===== src/rtl/cp0_exc_ctrl_if.sv =====
// Pipeline <-> CP0 exception controller bundle: MTC0/MFC0 access, MEM exception info,
// interrupt lines, and the flush/redirect response with the architectural register views.
interface cp0_exc_ctrl_if;
  logic        inst_valid;
  logic        cp0_write_en;
  logic        cp0_read_en;
  logic [7:0]  cp0_addr;
  logic [31:0] cp0_write_data;
  logic [31:0] cp0_read_data;
  logic        exc_valid;
  logic [4:0]  exc_code;
  logic [31:0] exc_pc;
  logic        exc_in_delay;
  logic [31:0] exc_badvaddr;
  logic        eret;
  logic [5:0]  hw_int;
  logic        flush;
  logic        redirect_valid;
  logic [31:0] redirect_pc;
  logic [31:0] status_o;
  logic [31:0] cause_o;
  logic [31:0] epc_o;

  modport master (
    output inst_valid, cp0_write_en, cp0_read_en, cp0_addr, cp0_write_data,
    output exc_valid, exc_code, exc_pc, exc_in_delay, exc_badvaddr, eret, hw_int,
    input  cp0_read_data, flush, redirect_valid, redirect_pc, status_o, cause_o, epc_o
  );

  modport slave (
    input  inst_valid, cp0_write_en, cp0_read_en, cp0_addr, cp0_write_data,
    input  exc_valid, exc_code, exc_pc, exc_in_delay, exc_badvaddr, eret, hw_int,
    output cp0_read_data, flush, redirect_valid, redirect_pc, status_o, cause_o, epc_o
  );
endinterface


===== src/rtl/cp0_exc_ctrl.sv =====
// CP0 register file and exception/ERET/interrupt sequencer for the 5-stage core.
// Optional Count/Compare timer interrupt is enabled by defining CP0_TIMER_EN.
module cp0_exc_ctrl #(
  parameter logic [31:0] EXC_VECTOR   = 32'hBFC00380,
  parameter int unsigned DRAIN_CYCLES = 2
) (
  input logic           clk,
  input logic           rst_n,
  cp0_exc_ctrl_if.slave bus
);
  localparam logic [7:0]  ADDR_BADVADDR = 8'h40;
  localparam logic [7:0]  ADDR_COUNT    = 8'h48;
  localparam logic [7:0]  ADDR_COMPARE  = 8'h58;
  localparam logic [7:0]  ADDR_STATUS   = 8'h60;
  localparam logic [7:0]  ADDR_CAUSE    = 8'h68;
  localparam logic [7:0]  ADDR_EPC      = 8'h70;
  localparam logic [31:0] STATUS_RST    = 32'h0040_0000;
  localparam logic [31:0] STATUS_WMASK  = 32'h0000_FF03;
  localparam logic [31:0] CAUSE_WMASK   = 32'h0000_0300;

  typedef enum logic [1:0] {S_IDLE, S_FLUSH, S_DRAIN} state_t;

  state_t      state_q, state_d;
  logic [2:0]  drain_cnt_q, drain_cnt_d;
  logic [31:0] status_q, status_d;
  logic [31:0] cause_q, cause_d;
  logic [31:0] epc_q, epc_d;
  logic [31:0] badvaddr_q, badvaddr_d;
  logic        flush_q, flush_d;
  logic        redirect_valid_q, redirect_valid_d;
  logic [31:0] redirect_pc_q, redirect_pc_d;

  logic        idle_ok, int_pend;
  logic        take_int, take_exc, take_eret, take_mtc0;
  logic [4:0]  code_eff;
  logic        ti;
  logic [31:0] count_rd, compare_rd;
  logic [31:0] read_data;

  // Events are only honoured in IDLE; priority int > exception > ERET > MTC0.
  assign idle_ok   = (state_q == S_IDLE) && bus.inst_valid;
  assign int_pend  = status_q[0] & ~status_q[1] & (|(cause_q[15:8] & status_q[15:8]));
  assign take_int  = idle_ok && int_pend;
  assign take_exc  = idle_ok && !int_pend && bus.exc_valid;
  assign take_eret = idle_ok && !int_pend && !bus.exc_valid && bus.eret;
  assign take_mtc0 = idle_ok && !int_pend && !bus.exc_valid && !bus.eret && bus.cp0_write_en;
  assign code_eff  = take_int ? 5'h00 : bus.exc_code;

`ifdef CP0_TIMER_EN
  logic [31:0] count_q, count_d, compare_q, compare_d;
  logic        ti_q, ti_d, tick_q, tick_d;
  logic        wr_count, wr_compare;

  assign wr_count   = take_mtc0 && (bus.cp0_addr == ADDR_COUNT);
  assign wr_compare = take_mtc0 && (bus.cp0_addr == ADDR_COMPARE);

  always_comb begin
    tick_d    = ~tick_q;
    count_d   = count_q;
    compare_d = compare_q;
    ti_d      = ti_q;
    if (wr_count) begin
      count_d = bus.cp0_write_data;
    end else if (tick_q) begin
      count_d = count_q + 32'd1;
    end
    if (wr_compare) begin
      compare_d = bus.cp0_write_data;
    end
    // A Compare write acknowledges the timer and wins over a match in the same cycle.
    if (wr_compare) begin
      ti_d = 1'b0;
    end else if (tick_q && !wr_count && (compare_q != 32'd0) && (count_d == compare_q)) begin
      ti_d = 1'b1;
    end
  end

  always_ff @(posedge clk or negedge rst_n) begin
    if (!rst_n) begin
      count_q   <= 32'd0;
      compare_q <= 32'd0;
      ti_q      <= 1'b0;
      tick_q    <= 1'b0;
    end else begin
      count_q   <= count_d;
      compare_q <= compare_d;
      ti_q      <= ti_d;
      tick_q    <= tick_d;
    end
  end

  assign ti         = ti_d;
  assign count_rd   = count_q;
  assign compare_rd = compare_q;
`else
  assign ti         = 1'b0;
  assign count_rd   = 32'd0;
  assign compare_rd = 32'd0;
`endif

  always_comb begin
    state_d          = state_q;
    drain_cnt_d      = drain_cnt_q;
    flush_d          = 1'b0;
    redirect_valid_d = 1'b0;
    redirect_pc_d    = redirect_pc_q;
    status_d         = status_q;
    cause_d          = cause_q;
    epc_d            = epc_q;
    badvaddr_d       = badvaddr_q;

    if (take_mtc0) begin
      case (bus.cp0_addr)
        ADDR_STATUS: status_d = (status_q & ~STATUS_WMASK) | (bus.cp0_write_data & STATUS_WMASK);
        ADDR_CAUSE:  cause_d  = (cause_q & ~CAUSE_WMASK) | (bus.cp0_write_data & CAUSE_WMASK);
        ADDR_EPC:    epc_d    = bus.cp0_write_data;
        default:     ;
      endcase
    end

    case (state_q)
      S_IDLE: begin
        if (take_int || take_exc) begin
          state_d          = S_FLUSH;
          flush_d          = 1'b1;
          redirect_valid_d = 1'b1;
          redirect_pc_d    = EXC_VECTOR;
          // Nested entry keeps the original return point.
          if (!status_q[1]) begin
            epc_d       = bus.exc_in_delay ? (bus.exc_pc - 32'd4) : bus.exc_pc;
            cause_d[31] = bus.exc_in_delay;
          end
          cause_d[6:2] = code_eff;
          if (take_exc && ((bus.exc_code == 5'h04) || (bus.exc_code == 5'h05))) begin
            badvaddr_d = bus.exc_badvaddr;
          end
          status_d[1] = 1'b1;
        end else if (take_eret) begin
          state_d          = S_FLUSH;
          flush_d          = 1'b1;
          redirect_valid_d = 1'b1;
          redirect_pc_d    = epc_q;
          status_d[1]      = 1'b0;
        end
      end
      S_FLUSH: begin
        state_d     = S_DRAIN;
        drain_cnt_d = 3'(DRAIN_CYCLES);
      end
      S_DRAIN: begin
        if (drain_cnt_q <= 3'd1) begin
          state_d     = S_IDLE;
          drain_cnt_d = 3'd0;
        end else begin
          drain_cnt_d = drain_cnt_q - 3'd1;
        end
      end
      default: state_d = S_IDLE;
    endcase

    // Hardware pending bits track the lines every cycle; IP7 also carries the timer.
    cause_d[15:10] = {bus.hw_int[5] | ti, bus.hw_int[4:0]};
  end

  always_ff @(posedge clk or negedge rst_n) begin
    if (!rst_n) begin
      state_q          <= S_IDLE;
      drain_cnt_q      <= 3'd0;
      status_q         <= STATUS_RST;
      cause_q          <= 32'd0;
      epc_q            <= 32'd0;
      badvaddr_q       <= 32'd0;
      flush_q          <= 1'b0;
      redirect_valid_q <= 1'b0;
      redirect_pc_q    <= 32'd0;
    end else begin
      state_q          <= state_d;
      drain_cnt_q      <= drain_cnt_d;
      status_q         <= status_d;
      cause_q          <= cause_d;
      epc_q            <= epc_d;
      badvaddr_q       <= badvaddr_d;
      flush_q          <= flush_d;
      redirect_valid_q <= redirect_valid_d;
      redirect_pc_q    <= redirect_pc_d;
    end
  end

  always_comb begin
    read_data = 32'd0;
    if (bus.cp0_read_en) begin
      case (bus.cp0_addr)
        ADDR_BADVADDR: read_data = badvaddr_q;
        ADDR_COUNT:    read_data = count_rd;
        ADDR_COMPARE:  read_data = compare_rd;
        ADDR_STATUS:   read_data = status_q;
        ADDR_CAUSE:    read_data = cause_q;
        ADDR_EPC:      read_data = epc_q;
        default:       read_data = 32'd0;
      endcase
    end
  end

  assign bus.cp0_read_data  = read_data;
  assign bus.flush          = flush_q;
  assign bus.redirect_valid = redirect_valid_q;
  assign bus.redirect_pc    = redirect_pc_q;
  assign bus.status_o       = status_q;
  assign bus.cause_o        = cause_q;
  assign bus.epc_o          = epc_q;
endmodule


===== src/flat_wrapper.sv =====
// flat-port wrapper written by rule: the top's interface ports become plain ports
module cp0_exc_ctrl_flat 
#(
  parameter logic [31:0] EXC_VECTOR   = 32'hBFC00380,
  parameter int unsigned DRAIN_CYCLES = 2
)
  (clk, rst_n, bus_inst_valid, bus_cp0_write_en, bus_cp0_read_en, bus_cp0_addr, bus_cp0_write_data, bus_exc_valid, bus_exc_code, bus_exc_pc, bus_exc_in_delay, bus_exc_badvaddr, bus_eret, bus_hw_int, bus_cp0_read_data, bus_flush, bus_redirect_valid, bus_redirect_pc, bus_status_o, bus_cause_o, bus_epc_o);
  cp0_exc_ctrl_if bus_i ();
  input logic clk;
  input logic rst_n;
  input wire logic [$bits(bus_i.inst_valid)-1:0] bus_inst_valid;
  input wire logic [$bits(bus_i.cp0_write_en)-1:0] bus_cp0_write_en;
  input wire logic [$bits(bus_i.cp0_read_en)-1:0] bus_cp0_read_en;
  input wire logic [$bits(bus_i.cp0_addr)-1:0] bus_cp0_addr;
  input wire logic [$bits(bus_i.cp0_write_data)-1:0] bus_cp0_write_data;
  input wire logic [$bits(bus_i.exc_valid)-1:0] bus_exc_valid;
  input wire logic [$bits(bus_i.exc_code)-1:0] bus_exc_code;
  input wire logic [$bits(bus_i.exc_pc)-1:0] bus_exc_pc;
  input wire logic [$bits(bus_i.exc_in_delay)-1:0] bus_exc_in_delay;
  input wire logic [$bits(bus_i.exc_badvaddr)-1:0] bus_exc_badvaddr;
  input wire logic [$bits(bus_i.eret)-1:0] bus_eret;
  input wire logic [$bits(bus_i.hw_int)-1:0] bus_hw_int;
  output wire logic [$bits(bus_i.cp0_read_data)-1:0] bus_cp0_read_data;
  output wire logic [$bits(bus_i.flush)-1:0] bus_flush;
  output wire logic [$bits(bus_i.redirect_valid)-1:0] bus_redirect_valid;
  output wire logic [$bits(bus_i.redirect_pc)-1:0] bus_redirect_pc;
  output wire logic [$bits(bus_i.status_o)-1:0] bus_status_o;
  output wire logic [$bits(bus_i.cause_o)-1:0] bus_cause_o;
  output wire logic [$bits(bus_i.epc_o)-1:0] bus_epc_o;
  assign bus_i.inst_valid = bus_inst_valid;
  assign bus_i.cp0_write_en = bus_cp0_write_en;
  assign bus_i.cp0_read_en = bus_cp0_read_en;
  assign bus_i.cp0_addr = bus_cp0_addr;
  assign bus_i.cp0_write_data = bus_cp0_write_data;
  assign bus_i.exc_valid = bus_exc_valid;
  assign bus_i.exc_code = bus_exc_code;
  assign bus_i.exc_pc = bus_exc_pc;
  assign bus_i.exc_in_delay = bus_exc_in_delay;
  assign bus_i.exc_badvaddr = bus_exc_badvaddr;
  assign bus_i.eret = bus_eret;
  assign bus_i.hw_int = bus_hw_int;
  assign bus_cp0_read_data = bus_i.cp0_read_data;
  assign bus_flush = bus_i.flush;
  assign bus_redirect_valid = bus_i.redirect_valid;
  assign bus_redirect_pc = bus_i.redirect_pc;
  assign bus_status_o = bus_i.status_o;
  assign bus_cause_o = bus_i.cause_o;
  assign bus_epc_o = bus_i.epc_o;
  cp0_exc_ctrl #(.EXC_VECTOR(EXC_VECTOR), .DRAIN_CYCLES(DRAIN_CYCLES)) u_core (.clk(clk), .rst_n(rst_n), .bus(bus_i));
endmodule

===== config.mk =====
export PLATFORM = sky130hd
export DESIGN_NAME = cp0_exc_ctrl_flat
export DESIGN_NICKNAME = d
export VERILOG_FILES = /design/src/rtl/cp0_exc_ctrl_if.sv /design/src/rtl/cp0_exc_ctrl.sv /design/src/flat_wrapper.sv
export SDC_FILE = /design/constraint.sdc
export NUM_CORES = 1
export LEC_CHECK = 0
export ABC_CLOCK_PERIOD_IN_PS = 3900
export CAP_MARGIN = 20
export CELL_PAD_IN_SITES_DETAIL_PLACEMENT = 0
export CELL_PAD_IN_SITES_GLOBAL_PLACEMENT = 1
export CORE_MARGIN = 5
export CORE_UTILIZATION = 35
export CTS_CLUSTER_DIAMETER = 120
export DETAILED_ROUTE_END_ITERATION = 6
export PLACE_DENSITY_LB_ADDON = 0.1
export SLEW_MARGIN = 10
export SYNTH_ARGS = -nofsm -noshare
export SYNTH_HDL_FRONTEND = slang
export SYNTH_SLANG_ARGS = --single-unit

===== constraint.sdc =====
create_clock -name clk -period 3.9 [get_ports clk]
set_input_delay 0.585 -clock clk [delete_from_list [all_inputs] [get_ports clk]]
set_output_delay 0.585 -clock clk [all_outputs]
set_load 0.05 [all_outputs]

### After elaboration in Yosys (flattened, before gate mapping)

Index checks and enable logic that the tools add are counted.

| cells by class | value |
|---|---|
| add/sub/neg operators | 2 |
| $mul | 0 |
| div/mod/pow operators | 0 |
| order comparisons | 1 |
| eq/ne operators | 10 |
| shifts and indexed selects | 0 |
| mux-type cells | 32 |
| bitwise operators | 6 |
| reductions and logical operators | 23 |

Operators with widths:

| cell | count |
|---|---|
| $mux W32 | 11 |
| $pmux W32 S4 | 1 |
| $eq A8 B7 Y1 const B | 4 |
| $or A32 B10 Y32 | 1 |
| $or A32 B16 Y32 | 1 |
| $sub A32 B3 Y32 const B | 1 |
| $mux W5 | 3 |
| $eq A5 B3 Y1 const B | 2 |
| $mux W2 | 5 |
| $logic_and A1 B1 Y1 | 9 |
| $mux W1 | 9 |
| $and A8 B8 Y8 | 1 |
| $reduce_and A2 Y1 | 4 |
| $reduce_or A8 Y1 | 1 |
| $pmux W2 S3 | 1 |
| $pmux W3 S2 | 1 |
| $reduce_bool A2 Y1 | 2 |
| $le A3 B1 Y1 const B | 1 |
| $logic_not A1 Y1 | 3 |
| $mux W3 | 1 |
| $ne A3 B2 Y1 const B | 1 |
| $reduce_and A3 Y1 | 1 |
| $sub A3 B1 Y3 const B | 1 |
| $and A1 B1 Y1 | 2 |
| other kinds (6) | 7 |

| storage, ports and cells | value |
|---|---|
| register bits after elaboration | 166 |
| latch bits | 0 |
| bits in writable memories | 0 |
| bits in read-only memories | 0 |
| bits of input ports | 123 |
| output and inout bits | 162 |
| logic and storage cells | 84 |
| memories | 0 |

### Logic depth before layout (Yosys ltp)

Gate-level depths: netlist of the first run.

| depth | value |
|---|---|
| word-level depth | 12 |
| gate-level depth with buffers | 10 |

### Least setup slack after synthesis of the first run

No wires, ideal clock.

| timing | value |
|---|---|
| path kind | input port to output port |
| start | input port bus_cp0_addr[1] |
| end | output port bus_cp0_read_data[5] |
| data arrival time | 2,448 ps |
| slack | 867 ps |
| stages | 6 |
| buffers on the path | 2 |
| path through | nor4b_2 and4b_1 clkbuf_1 clkbuf_1 a22oi_1 a21oi_1 |

| on the way | value |
|---|---|
| cells in the longest elaborated chain, start to end | 3 |
| elaborated cells on any way between the ends | 6 |
| those cells by class | 4 x eq/ne; 2 x mux |

Ends and longest elaborated chain:

| element | RTL line | source |
|---|---|---|
| from (decl) | flat_wrapper.sv:14 | `input wire logic [$bits(bus_i.cp0_addr)-1:0] bus_cp0_addr;` |
| $eq A8 B7 Y1 | cp0_exc_ctrl.sv:192 | `case (bus.cp0_addr)` |
| $pmux W32 S4 (*) | cp0_exc_ctrl.sv:192 |  |
| $mux W32 (*) | cp0_exc_ctrl.sv:191 | `if (bus.cp0_read_en) begin` |
| to (decl) | flat_wrapper.sv:23 | `output wire logic [$bits(bus_i.cp0_read_data)-1:0] bus_cp0_read_data;` |

Mark *: on every way between the ends. The rest lies on a longest branch, timed or not.

### Worst setup path in the final report of the first run

| timing | value |
|---|---|
| start | input port bus_cp0_addr[1] |
| end | output port bus_cp0_read_data[10] |

Same word-level chain as after synthesis.

==> impl_metrics.toml, run 1 <==
[clocking]
cts_hold_buf = 0
clk_path_buf_depth = 2
cts.repair.resized = 0
post_cts_buffers = 0
path_clk_slew_ns = 0.06
root_buffer = "clkbuf_16"
ctsHtreeMaxLevel = 4
cts_tree = "yes"
worstSkewPairLatency_ns = 0.42
cts_made_buffers = 17
clock_sinks = 126

[cells_and_area]
drive_above_1_share = 0.177
n_antenna_cell = 0
nets = 957
area_delta_synth_final_pct = 53.2
fillerInstances = 1633

[synthesis]
synthTopCellsByArea = "dfrtp_1, mux2i_1, mux2_2"
yosysWarnings = 0
synth_area_leader_cell = "dfrtp_1"
yosysMostFrequentCell = "dfrtp_1"
ys_seq_elements = 126
avgSynthCellArea_um2 = 11.5
synthDominantCellAreaShare = 0.469
synth_edf_count = 0
yosys-top-cells-count = "dfrtp_1, mux2i_1, mux2_2"
async_flop_share = 1.00
synth_cell_types = 60
synthCells = 584
ys.flop_type = "dfrtp_1"
synth_seq_area_share = 0.469
synth_area_um2 = 6720

[routing]
wl_met3_mm = 1.87
ant_nets = 0
via_per_inst = 5.04
routedWlPerCell_um = 21.0
vias = 5548
m1WireLength_mm = 9.40
first_pass_iters = 7
dr_wl_met2_mm = 11.5
maxUsedRoutingLayer = "met4"
routed_wl_mm = 23.1
initialDrtViolationCount = 218
drc_errors = 4

[timing]
worst_clock_skew_ns = 0.0108
finalSetupTns_ns = 0
timing.final.crit_period_ns = 3.43
fmax_ghz = 0.292
hold_viol_final = 0
post-route-period-util = 0.879
maxSlewViolCount = 0
setup_viol = 0
grt_setup_unrepaired = "false"
slew_headroom = 0.369
worst_slew_pin_slew_ns = 0.944

[global_route]
grt_pass1_vias = 5949
track_usage = 0.207
grt_max_degree = 109
antenna_found_initial = 0
grt_pass1_wl_mm = 35.2
overflow = 0

[floorplan]
io_pins = 285
die_x_um = 149
die_area_um2 = 22100
core-area_um2 = 18800
dieHeight_um = 149
start_util = 0.357
rows = 50

[critical_path]
critPathMaxFanout = 20
worstPathArrival_ns = 2.84
cp.required_ns = 3.31
startpoint_type = "input pin"
crit_type = "in2out"
endpoint_kind = "primary output"

[placed_design]
io_buffers = 244
finalWeightedCongestion = 0.802
hpwl_mm = 17.1

[power_and_ir_drop]
power.leakage_nw = 4.13
ir_drop_mv = 0.426
p_per_area_nw_per_um2 = 671
power.total_w = 0.00691

[status]
status = "complete, but fails checks"
failed_checks = "DRC"

[min_path]
hold_class = "in2async"

[run]
max-cap-violations = 0
-- worst paths after layout --
| check | startpoint | end | slack (ns) | depth (start not counted) |
|---|---|---|---|---|
| setup / recovery | bus_cp0_addr[1] | bus_cp0_read_data[10] | 0.47 | 8 |
| hold / removal | rst_n | u_core.bus.redirect_pc[3]$_DFFE_PN0P_ | 0.07 | 1 |
| setup reg to reg | u_core.bus.status_o[15]$_DFFE_PN0P_ | u_core.bus.redirect_pc[17]$_DFFE_PN0P_ | 1.29 | 5 |
| max in group asynchronous | rst_n | u_core.bus.epc_o[18]$_DFF_PN0_ | 3.14 | 2 |
| min in group clk | u_core.badvaddr_q[14]$_DFFE_PN0P_ | u_core.badvaddr_q[14]$_DFFE_PN0P_ | 0.50 | 1 |
| hold reg to reg | u_core.badvaddr_q[14]$_DFFE_PN0P_ | u_core.badvaddr_q[14]$_DFFE_PN0P_ | 0.50 | 1 |
-- through the flow --
step	cells	util	area, um2	hold slack, ns	setup slack (ns)
final	1100	0.547	10300	0.0659	0.473
after global routing	1100	0.547	10300	0.0768	0.348
after CTS	1099	0.546	10300	0.341	0.464
after detailed placement	1067	0.511	9630	0.492	0.487
after global placement	1067	0.511	9630	0.488	0.581
after floorplan	622	-	6870	0.289	0.867
-- cells by family after synthesis --
| kind of cell | synth area share |
|---|---|
| buf+inv | 0.0765 |
| compound gates | 0.129 |
| simple gates | 0.115 |
| mux | 0.161 |
| other cells | 0.00112 |
| flops | 0.469 |
| xor+xnor | 0.0339 |
| fa+ha+maj | 0.0145 |
-- flip-flops by register name (all words and copies together), names as in the netlist --
signal / flops
u_core.bus.cause_o: 14
u_core.drain_cnt_q: 3
u_core.bus.redirect_pc: 32
u_core.bus.flush: 1
u_core.bus.epc_o: 32
u_core.bus.status_o: 10
u_core.state_q: 2
u_core.badvaddr_q: 32
-- placed cells by master, fill, tap and decap left out, types with 10 or more instances in the layout --
cell type        Yosys  final
clkdlybuf4s50_1      0    211
dfrtp_1            126    126
mux2i_1             54     54
mux2_2              48     48
conb_1               2     40
nand2_1             34     34
buf_12               0     33
a22oi_1             27     27
a22o_1              25     25
xor2_1              21     21
a21oi_1             18     17
clkbuf_16            0     17
nor2b_1             16     16
buf_4               43     15
o22a_1              13     13
o21ai_0             12     12
nor2_1              11     10
-- cell type report --
cell class,instances,area [um2],share of cell area
Clock buffer,19,453,0.0440
Clock inverter,13,188,0.0182
Inverter,8,30.0,0.00292
Multi-Input combinational cell,413,3230,0.313
Sequential cell,126,3150,0.306
Tap cell,260,325,0.0316
Timing Repair Buffer,261,2920,0.284
-- critical path, stage by stage --
cell and delay (ns):
clkdlybuf4s50_1 0.44, nor3_1 0.29, nand3_1 0.17, nor2_4 0.35, buf_4 0.39, a222oi_1 0.12
a21oi_1 0.29, buf_12 0.18
-- power by group --
part	internal, W	switching (W)	total [W]
Combinational	0.00111	0.00191	0.00301
Clock	0.00111	0.000612	0.00172
Sequential	0.00177	0.000407	0.00218
-- layer usage --
metal  vias up  global-route usage
li1       2561                   -
met3        26              0.0640
met4         0              0.0628
met2       231               0.348
met1      2730               0.255
met5         -                   0
Power figures use the tool's default switching activity.
==> run 2, diff against run 1 <==
--- a/config.mk
+++ b/config.mk
@@ -13,7 +13,7 @@
 export CORE_UTILIZATION = 35
 export CTS_CLUSTER_DIAMETER = 120
 export DETAILED_ROUTE_END_ITERATION = 6
-export PLACE_DENSITY_LB_ADDON = 0.1
+export PLACE_DENSITY_LB_ADDON = 0.15
 export SLEW_MARGIN = 10
 export SYNTH_ARGS = -nofsm -noshare
 export SYNTH_HDL_FRONTEND = slang
==> impl_metrics.toml, run 2 (synthesis results as in run 1) <==
[routing]
routedWlPerCell_um = 21.2
drc_errors = 0
initialDrtViolationCount = 204
ant_nets = 0
first_pass_iters = 5
routed_wl_mm = 23.2
via_per_inst = 5.08
vias = 5581

[power_and_ir_drop]
pwr-share-seq = 0.319
p_sw_frac = 0.421
p_switching_w = 0.00288
power.total_w = 0.00685
power.leakage_nw = 4.11
clkPwrFrac = 0.240
intPower_w = 0.00397
p_comb_frac = 0.440
ir_drop_mv = 0.472
p_per_area_nw_per_um2 = 668

[global_route]
antenna_found_initial = 1
grt_pass1_vias = 5996
overflow = 0
grt_max_degree = 92
track_usage = 0.208
grt_pass1_wl_mm = 35.1

[run]
max-cap-violations = 0

[clocking]
root_buffer = "clkbuf_16"
cts_made_buffers = 17
post_cts_buffers = 0
ctsHtreeMaxLevel = 4
clock_sinks = 126
cts.repair.resized = 0
worstSkewPairLatency_ns = 0.42
cts_hold_buf = 0
clk_path_buf_depth = 2
path_clk_slew_ns = 0.05
cts_tree = "yes"

[timing]
grt_setup_unrepaired = "false"
post-route-period-util = 0.861
setup_viol = 0
fmax_ghz = 0.298
finalSetupTns_ns = 0
worst_slew_pin_slew_ns = 0.850
maxSlewViolCount = 0
worst_clock_skew_ns = 0.00946
timing.final.crit_period_ns = 3.36
slew_headroom = 0.433
hold_viol_final = 0

[cells_and_area]
fillerInstances = 1645
n_antenna_cell = 0
final_cells = 1099
layout_common_cells = "clkdlybuf4s50_1, dfrtp_1, mux2i_1"
nets = 957
drive_above_1_share = 0.170
regArea_um2 = 3150
area_delta_synth_final_pct = 52.4
final_common_cell = "clkdlybuf4s50_1"
multi_input_area_um2 = 3230

[critical_path]
cp_slowest_cell = "and4b_2"
critPathBufInv = 3
endpoint_kind = "primary output"
cp.required_ns = 3.31
path_common_cell = "buf_12"
startpoint_type = "input pin"
cp_cell_sequence = "clkdlybuf4s50_1, nor4b_2, and4b_2, buf_12, a22oi_1, a21oi_1, buf_12"
crit_path_max_incr_delay_ns = 0.56
critPathMaxFanout = 19
cp_top_family = "buffers and inverters"
worstPathArrival_ns = 2.77
crit_type = "in2out"
r2r-start = "u_core.bus.status_o[13]$_DFFE_PN0P_"
cp-startpoint = "bus_cp0_addr[5]"

[min_path]
hold_class = "in2async"

[placed_design]
io_buffers = 244
hpwl_mm = 17.2
dp.cells = 1068
finalWeightedCongestion = 0.839

[floorplan]
start_util = 0.357
dieHeight_um = 149
core-area_um2 = 18800
io_pins = 285
die_x_um = 149
rows = 50
die_area_um2 = 22100

[status]
status = "complete, no violations"
run 2: cell types whose count changed in the layout (fill, tap and decap cells not counted):
| cell | delta |
|---|---|
| buf_16 | -1 |
| buf_4 | +1 |
| clkbuf_1 | +5 |
| clkinv_2 | +1 |
| clkinv_4 | -3 |
| clkinvlp_4 | -3 |
| inv_6 | -1 |
run 2: final timing paths:
kind / to / slack, ns / cells after the start
max: bus_cp0_read_data[6] / 0.54 / 7
min: u_core.bus.redirect_pc[6]$_DFFE_PN0P_ / 0.24 / 1
max reg2reg: u_core.bus.epc_o[9]$_DFF_PN0_ / 1.20 / 6
min reg2reg: u_core.badvaddr_q[13]$_DFFE_PN0P_ / 0.50 / 1
max in group asynchronous: u_core.bus.epc_o[25]$_DFF_PN0_ / 2.79 / 2
min in group clk: u_core.badvaddr_q[13]$_DFFE_PN0P_ / 0.50 / 1
run 2: power by group through the flow:
stage | Clock [W] | Combinational (W) | Sequential (W)
after floorplan | 0 | 0.000770 | 0.00329
after global placement | 0 | 0.00299 | 0.00219
after global routing | 0.00174 | 0.00316 | 0.00225
after detailed placement | 0 | 0.00303 | 0.00220
final | 0.00165 | 0.00301 | 0.00219
after CTS | 0.00168 | 0.00304 | 0.00219
run 2: layer usage:
metal / track usage / up-vias / routed length, um
met1: 0.258 / 2789 / 9620
met4: 0.0647 / 2 / 362
met3: 0.0564 / 21 / 1700
met2: 0.353 / 215 / 11500
met5: 0 / - / 7
li1: - / 2554 / -
run 2: final cells by class:
class	instances	share of cell area
clock buffer	24	0.0460
timing repair buffer	261	0.283
tap	260	0.0317
clock inverter	7	0.0132
inverter	8	0.00293
sequential	126	0.308
multi-input combinational	413	0.315
run 2: per-stage QoR:
stage	worst slack [ns]	util	area [um2]	hold slack, ns
floorplan	0.867	-	6870	0.289
global placement	0.600	0.512	9640	0.486
detailed placement	0.500	0.512	9640	0.490
CTS	0.541	0.544	10200	0.283
global route	0.392	0.544	10200	0.308
finish	0.542	0.544	10200	0.239
